[config.mk]
export PLATFORM = sky130hd
export DESIGN_NAME = id_ex_decode_stage
export DESIGN_NICKNAME = d
export VERILOG_FILES = /design/src/rtl/id_ex_decode_stage.sv
export SDC_FILE = /design/constraint.sdc
export NUM_CORES = 1
export LEC_CHECK = 0
export BUFFER_PORTS_ARGS = -buffer_cell sky130_fd_sc_hd__buf_2
export CORE_UTILIZATION = 50
export CTS_CLUSTER_DIAMETER = 60
export CTS_CLUSTER_SIZE = 12
export DETAILED_ROUTE_END_ITERATION = 10
export GPL_TIMING_DRIVEN = 0
export PLACE_DENSITY = 0.95
export SYNTH_ARGS = -nofsm -noshare
export SYNTH_HDL_FRONTEND = slang
export SYNTH_SLANG_ARGS = --single-unit
[constraint.sdc]
create_clock -name CLK -period 4.29 [get_ports CLK]
set_input_delay 0.429 -clock CLK [delete_from_list [all_inputs] [get_ports CLK]]
set_output_delay 0.429 -clock CLK [all_outputs]
set_load 0.03 [all_outputs]
[src/rtl/id_ex_decode_stage.sv]
// id_ex_decode_stage
//   Decodes the instruction held in IF/ID into the EX control bundle and
//   registers it in the ID/EX pipeline register. Inserts a bubble on a
//   load-use hazard, holds on EX_STALL, clears on FLUSH, flags illegal
//   encodings and counts the illegal instructions it accepts (saturating).
// Ports
//   CLK, RST_N          clock, async active-low reset
//   IF_VALID, IR, PC    instruction from IF/ID
//   ID_READY            IF/ID may advance (combinational)
//   FLUSH, EX_STALL     kill ID instruction / hold ID/EX
//   EX_*                registered control bundle for the execute stage
//   ILL_CNT             saturating count of accepted illegal instructions
module id_ex_decode_stage #(
    parameter int XLEN      = 32,
    parameter int ILL_CNT_W = 8
) (
    input  logic                 CLK,
    input  logic                 RST_N,
    input  logic                 IF_VALID,
    input  logic [31:0]          IR,
    input  logic [XLEN-1:0]      PC,
    output logic                 ID_READY,
    input  logic                 FLUSH,
    input  logic                 EX_STALL,
    output logic                 EX_VALID,
    output logic                 EX_REG_WRITE,
    output logic                 EX_MEM_WE2,
    output logic                 EX_MEM_RDEN2,
    output logic [3:0]           EX_ALU_FUN,
    output logic                 EX_ALU_SRCA,
    output logic [1:0]           EX_ALU_SRCB,
    output logic [1:0]           EX_RF_WR_SEL,
    output logic                 EX_IS_BRANCH,
    output logic                 EX_IS_JAL,
    output logic                 EX_IS_JALR,
    output logic [2:0]           EX_FUNCT3,
    output logic [4:0]           EX_RS1,
    output logic [4:0]           EX_RS2,
    output logic [4:0]           EX_RD,
    output logic [XLEN-1:0]      EX_PC,
    output logic                 EX_ILLEGAL,
    output logic [ILL_CNT_W-1:0] ILL_CNT
);

    localparam logic [6:0] OPC_LUI    = 7'b0110111;
    localparam logic [6:0] OPC_AUIPC  = 7'b0010111;
    localparam logic [6:0] OPC_JAL    = 7'b1101111;
    localparam logic [6:0] OPC_JALR   = 7'b1100111;
    localparam logic [6:0] OPC_BRANCH = 7'b1100011;
    localparam logic [6:0] OPC_LOAD   = 7'b0000011;
    localparam logic [6:0] OPC_STORE  = 7'b0100011;
    localparam logic [6:0] OPC_OPIMM  = 7'b0010011;
    localparam logic [6:0] OPC_OP     = 7'b0110011;
    localparam logic [6:0] OPC_FENCE  = 7'b0001111;
    localparam logic [6:0] OPC_SYSTEM = 7'b1110011;

    typedef struct packed {
        logic            valid;
        logic            reg_write;
        logic            mem_we2;
        logic            mem_rden2;
        logic [3:0]      alu_fun;
        logic            alu_srca;
        logic [1:0]      alu_srcb;
        logic [1:0]      rf_wr_sel;
        logic            is_branch;
        logic            is_jal;
        logic            is_jalr;
        logic [2:0]      funct3;
        logic [4:0]      rs1;
        logic [4:0]      rs2;
        logic [4:0]      rd;
        logic [XLEN-1:0] pc;
        logic            illegal;
    } ex_bundle_t;

    logic [6:0] opc;
    logic [2:0] f3;
    logic [6:0] f7;
    assign opc = IR[6:0];
    assign f3  = IR[14:12];
    assign f7  = IR[31:25];

    ex_bundle_t           dec, ex_q;
    logic                 ill, uses_rs1, uses_rs2, hazard;
    logic [ILL_CNT_W-1:0] ill_cnt;

    always_comb begin
        dec        = '0;
        ill        = 1'b0;
        uses_rs1   = 1'b0;
        uses_rs2   = 1'b0;
        dec.valid  = 1'b1;
        dec.funct3 = f3;
        dec.rs1    = IR[19:15];
        dec.rs2    = IR[24:20];
        dec.rd     = IR[11:7];
        dec.pc     = PC;
        case (opc)
            OPC_LUI: begin
                dec.alu_fun   = 4'b1001;
                dec.alu_srca  = 1'b1;
                dec.rf_wr_sel = 2'b11;
                dec.reg_write = 1'b1;
            end
            OPC_AUIPC: begin
                dec.alu_srca  = 1'b1;
                dec.alu_srcb  = 2'b11;
                dec.rf_wr_sel = 2'b11;
                dec.reg_write = 1'b1;
            end
            OPC_JAL: begin
                dec.reg_write = 1'b1;
                dec.is_jal    = 1'b1;
            end
            OPC_JALR: begin
                dec.reg_write = 1'b1;
                dec.is_jalr   = 1'b1;
                uses_rs1      = 1'b1;
                ill           = (f3 != 3'b000);
            end
            OPC_BRANCH: begin
                dec.is_branch = 1'b1;
                uses_rs1      = 1'b1;
                uses_rs2      = 1'b1;
                ill           = (f3[2:1] == 2'b01);
            end
            OPC_LOAD: begin
                dec.alu_srcb  = 2'b01;
                dec.rf_wr_sel = 2'b10;
                dec.mem_rden2 = 1'b1;
                dec.reg_write = 1'b1;
                uses_rs1      = 1'b1;
                ill           = (f3 == 3'b011) || (f3[2:1] == 2'b11);
            end
            OPC_STORE: begin
                dec.alu_srcb  = 2'b10;
                dec.mem_we2   = 1'b1;
                uses_rs1      = 1'b1;
                uses_rs2      = 1'b1;
                ill           = (f3 > 3'b010);
            end
            OPC_OPIMM: begin
                // only shifts carry a funct7; IR[30] selects srai over srli
                dec.alu_fun   = {IR[30] & (f3 == 3'b101), f3};
                dec.alu_srcb  = 2'b01;
                dec.rf_wr_sel = 2'b11;
                dec.reg_write = 1'b1;
                uses_rs1      = 1'b1;
                ill           = ((f3 == 3'b001) && (f7 != 7'b0000000)) ||
                                ((f3 == 3'b101) && (f7 != 7'b0000000) &&
                                 (f7 != 7'b0100000));
            end
            OPC_OP: begin
                dec.alu_fun   = {IR[30], f3};
                dec.rf_wr_sel = 2'b11;
                dec.reg_write = 1'b1;
                uses_rs1      = 1'b1;
                uses_rs2      = 1'b1;
                // funct7=0100000 only exists for sub and sra
                ill           = !((f7 == 7'b0000000) ||
                                  ((f7 == 7'b0100000) &&
                                   ((f3 == 3'b000) || (f3 == 3'b101))));
            end
            OPC_FENCE, OPC_SYSTEM: ;
            default: ill = 1'b1;
        endcase
        if (IR[1:0] != 2'b11) ill = 1'b1;
        if (ill) begin
            // keep register fields and PC for debug; kill every side effect
            dec.reg_write = 1'b0;
            dec.mem_we2   = 1'b0;
            dec.mem_rden2 = 1'b0;
            dec.alu_fun   = 4'b0000;
            dec.alu_srca  = 1'b0;
            dec.alu_srcb  = 2'b00;
            dec.rf_wr_sel = 2'b00;
            dec.is_branch = 1'b0;
            dec.is_jal    = 1'b0;
            dec.is_jalr   = 1'b0;
            dec.illegal   = 1'b1;
        end
    end

    // Load in EX whose result an ID source needs: one bubble resolves it
    // because the bubble clears EX_VALID.
    assign hazard = ex_q.valid & ex_q.mem_rden2 & (ex_q.rd != 5'd0) & IF_VALID &
                    ((uses_rs1 & (dec.rs1 == ex_q.rd)) |
                     (uses_rs2 & (dec.rs2 == ex_q.rd)));

    assign ID_READY = FLUSH | (~EX_STALL & ~hazard);

    always_ff @(posedge CLK or negedge RST_N) begin
        if (!RST_N) begin
            ex_q    <= '0;
            ill_cnt <= '0;
        end else if (FLUSH) begin
            ex_q <= '0;
        end else if (EX_STALL) begin
            ex_q <= ex_q;
        end else if (hazard) begin
            ex_q <= '0;
        end else begin
            ex_q <= IF_VALID ? dec : '0;
            if (IF_VALID && dec.illegal && (ill_cnt != {ILL_CNT_W{1'b1}}))
                ill_cnt <= ill_cnt + ILL_CNT_W'(1);
        end
    end

    assign EX_VALID     = ex_q.valid;
    assign EX_REG_WRITE = ex_q.reg_write;
    assign EX_MEM_WE2   = ex_q.mem_we2;
    assign EX_MEM_RDEN2 = ex_q.mem_rden2;
    assign EX_ALU_FUN   = ex_q.alu_fun;
    assign EX_ALU_SRCA  = ex_q.alu_srca;
    assign EX_ALU_SRCB  = ex_q.alu_srcb;
    assign EX_RF_WR_SEL = ex_q.rf_wr_sel;
    assign EX_IS_BRANCH = ex_q.is_branch;
    assign EX_IS_JAL    = ex_q.is_jal;
    assign EX_IS_JALR   = ex_q.is_jalr;
    assign EX_FUNCT3    = ex_q.funct3;
    assign EX_RS1       = ex_q.rs1;
    assign EX_RS2       = ex_q.rs2;
    assign EX_RD        = ex_q.rd;
    assign EX_PC        = ex_q.pc;
    assign EX_ILLEGAL   = ex_q.illegal;
    assign ILL_CNT      = ill_cnt;

endmodule

==> results.md <==
- The clock arrives with ~0.0092 ns of skew.
- The number of failing setup endpoints in the final timing report is 0.
- Buffers inserted during clock tree synthesis total 9.
- The number of maximum-capacitance constraint violations is 0.
- No sink is reached through more buffers than the 2 on the longest clock path.
- In this run switching power makes up between 20 and 30% of total power.
- The kind of launch point of the worst setup path is a flip-flop.
- Once the floorplan was initialized, standard cells occupied 52.2% of the core.
- The number of max-slew violations in the final report is 0.
- The routed wire length on met3 is 516 µm.
- The post-cts hold buffer count is 0.
- The die width is 83.6 µm.
- During placement, the flow inserted port buffers numbering 141.
- The uppermost signal routing layer after detailed routing is met4.
- The routed length per instance is 16.4 µm.
- For the worst-skew pair, the clock arrives at the later sink with an insertion delay of 0.34 ns.
- In the final routing, the length of wire on met1 measures roughly 3700 µm.
- The run finished with clean final reports.
- The worst hold path class is in2async.
- The quantity of gates resized following cts is 0.
- In this run the vertical extent of the chip is 83.6 µm.
- For the pin with the worst max-slew slack, the measured transition is 0.905 ns.
- The most used flip-flop cell after synthesis is dfrtp_1.
- In this run the static leakage power is 2.31 nW.
- Setup repair after global routing left no endpoint under its margin.
- The area overhead of the layout relative to synthesis is 30.6%.
- The number of optimization iterations in the first detailed-route pass is 5.
- The area of the die is 0.00699 mm².
- For this run, the register share of the synthesized area comes to between 50% and 60%.
- The first global-routing pass estimated 13,800 µm of wire.
- The standard-cell row count is 29.
- The share of post-route cells with drive strength above 1 is between 40 and 50%.
- The clock network burns 35.3% of the power.
- Clock-pin slew was measured on the worst setup and hold paths at around 0.070 ns.
- Global routing used between 20% and 30% of the available tracks across all layers.
- The maximum clock frequency is 371 MHz.
- For this run, design rule violations remaining after detail routing come to 0.
- For the final routed database, the setup TNS stands at 0 ns.
- The detailed router placed 2,853 vias in this run.
- The number of global-route vias before repair was 2,755.
- Of the total power, registers draw 47.4%.
- The synthesized flop and latch total is 75.
- The distinct cell type count after synthesis is 47.
- The CTS tree is yes.
- 0 antenna diodes ended up in the layout.
- The number of antenna violations at the first check in global routing is 0.
- The instance area at placement is between 0.004 and 0.005 mm².
- The critical path is of the reg2out type.
- The HPWL after detailed placement is a little over 6000 µm.
- The weighted congestion reported at the end of routability-driven placement is 0.903.
- The fraction of synthesis flops using an asynchronous set or reset pin is 100%.
- The post-CTS setup repair buffer count is 0.
- The synthesized instance count is 271.
- The maximum ir drop on the vdd rail is around 0.00033 V.
- The critical path data required time is 3.86 ns.
- The cell-internal power is between 1 and 1.5 mW.
- The routed wire length is 8260 µm.
- The clock period could shrink to 2.70 ns.
- A synthesized cell averages 12.3 µm².
- Summing internal, switching and leakage power gives roughly 1.6 mW.
- Once detail routing completed, the nets flagged for antenna violations numbered 0.
- The synthesized netlist occupies a cell area of 0.00333 mm².
- The number of nets in the layout is 493.
- The worst pin sits at a relative slew slack of 39.7%.
- The hold violation count in the final report is 0.
- The core area is between 0.006 and 0.007 mm².
- The final worst-path cycle share is 62.8%.
- The I/O pin total is 145.
- The final instance area is 0.00435 mm².
- In this run the power density over the cells is 378 mW/mm².
- The net count after synthesis is between 300 and 400.
- The Yosys step of the flow raised 0 warnings.
- Entering global routing, the biggest net connects 76 pins.
- Wire segments on met2 add up to 3870 µm in the final route.
- After detailed routing, the number of vias per cell comes to approximately 5.6.
- The clock net in this run drives a total of between 70 and 80 sinks.
- After the first detailed-routing iteration, the DRC count stood at around 260.
- The element type at the critical path end is an output port.
- The top fanout value on the critical path is 5.
- Summed over all nets, the switching power comes to between 0.4 and 0.5 mW.
- The H-tree was split into 3 levels.
- STA puts the critical path data arrival time at between 2 and 2.5 ns.
- The final core utilization is between 60% and 70%.
- The combinational share of power is 17.3%.
- The total overflow left after global routing is 0.
- In this run, synthesis inferred 0 flip-flops with an integrated enable.
- CTS placed an instance of clkbuf_8 at the clock tree root.
==> routing by layer <==
layer  up-vias  GRT usage, %
li1       1348             -
met4         0          10.5
met5         -             0
met1      1359          35.6
met3        15          4.55
met2       131          38.3
==> final cells by class <==
class | instances | area (µm²)
timing repair buffer | 141 | 708
clock inverter | 6 | 87.6
inverter | 3 | 11.3
multi-input combinational | 171 | 1310
buffer | 22 | 133
clock buffer | 10 | 128
sequential | 75 | 1880
tap | 77 | 96.3
fill | 488 | 2030
==> stage by stage <==
stage / cells / setup slack [ns] / hold WS, ns
final: 505 / 1.59 / 0.222
after global routing: 505 / 1.48 / 0.279
after CTS: 505 / 1.57 / 0.254
after detailed placement: 489 / 1.67 / 0.482
after global placement: 489 / 1.68 / 0.477
after floorplan: 271 / 1.90 / 0.133
==> state kept, by name, indices dropped and copies added (netlist names), 2 cells and up <==
signal / cells
EX_PC: 32
ILL_CNT: 8
EX_RD: 5
EX_RS1: 5
EX_RS2: 5
EX_ALU_FUN: 4
EX_FUNCT3: 3
EX_ALU_SRCB: 2
EX_RF_WR_SEL: 2
==> critical path, stage by stage, from the launching register on <==
cell and delay (ns):
dfrtp_1 0.45, xor2_1 0.19, nor3b_1 0.19, or4b_4 0.50, nor3b_1 0.15, or2_2 0.28
buf_2 0.18
==> cells in the mapped netlist, types with 3 or more instances <==
library cell   n  area share [%]
inv_1          3            0.34
nor2_1        10             1.1
nand2_1        9             1.0
dfrtp_1       75              56
nand3_1        7             1.1
nor3b_1        3            0.68
buf_6          6             2.0
and3_1         5            0.94
nand4_1        7             1.3
nor2b_1        5            0.94
a32o_1         5             1.5
nand2b_1       3            0.56
clkbuf_1      14             1.6
a22o_1        62              16
xnor2_1       15             3.9
nor3_1         3            0.45
==> cells in the final DEF, fill, tap and decap left out, types with 3 or more instances in the layout <==
cell and n:
buf_2 141, nand4_1 7, a32o_1 5, clkbuf_8 9
a22o_1 62, and3_1 5, nand2_1 9, nor3b_1 3
nand2b_1 3, clkbuf_1 15, xnor2_1 15, dfrtp_1 75
nor2_1 10, nor3_1 3, inv_1 3, nand3_1 7
buf_6 6, nor2b_1 5
==> power by group through the flow <==
stage / sequential [mW] / clock, mW / combinational, mW
6_report: 0.780 / 0.581 / 0.285
3_3_place_gp: 0.791 / 0 / 0.279
2_1_floorplan: 0.867 / 0 / 0.0946
4_1_cts: 0.780 / 0.593 / 0.288
5_1_grt: 0.787 / 0.631 / 0.311
3_5_place_dp: 0.793 / 0 / 0.288
==> logic make-up after synthesis <==
group,synth area share [%]
flops,56.3
buf+inv,4.32
simple gates,12.4
mux,1.01
compound gates,21.1
xor+xnor,4.47
fa+ha+maj,0.375
==> final timing paths <==
| check | start | endpoint | slack (ns) | depth (start not counted) |
|---|---|---|---|---|
| setup / recovery | EX_RD[2] | ID_READY | 1.59 | 6 |
| hold / removal | RST_N | EX_ALU_SRCA | 0.22 | 1 |
| setup reg to reg | EX_RD[1] | EX_ALU_SRCB[0] | 2.11 | 7 |
| hold reg to reg | EX_ALU_FUN[2] | EX_ALU_FUN[2] | 0.49 | 1 |
| max in group asynchronous | RST_N | EX_RS1[1] | 3.48 | 1 |
| min in group CLK | PC[2] | EX_PC[2] | 0.30 | 2 |
(Power assumes the default switching activity.)
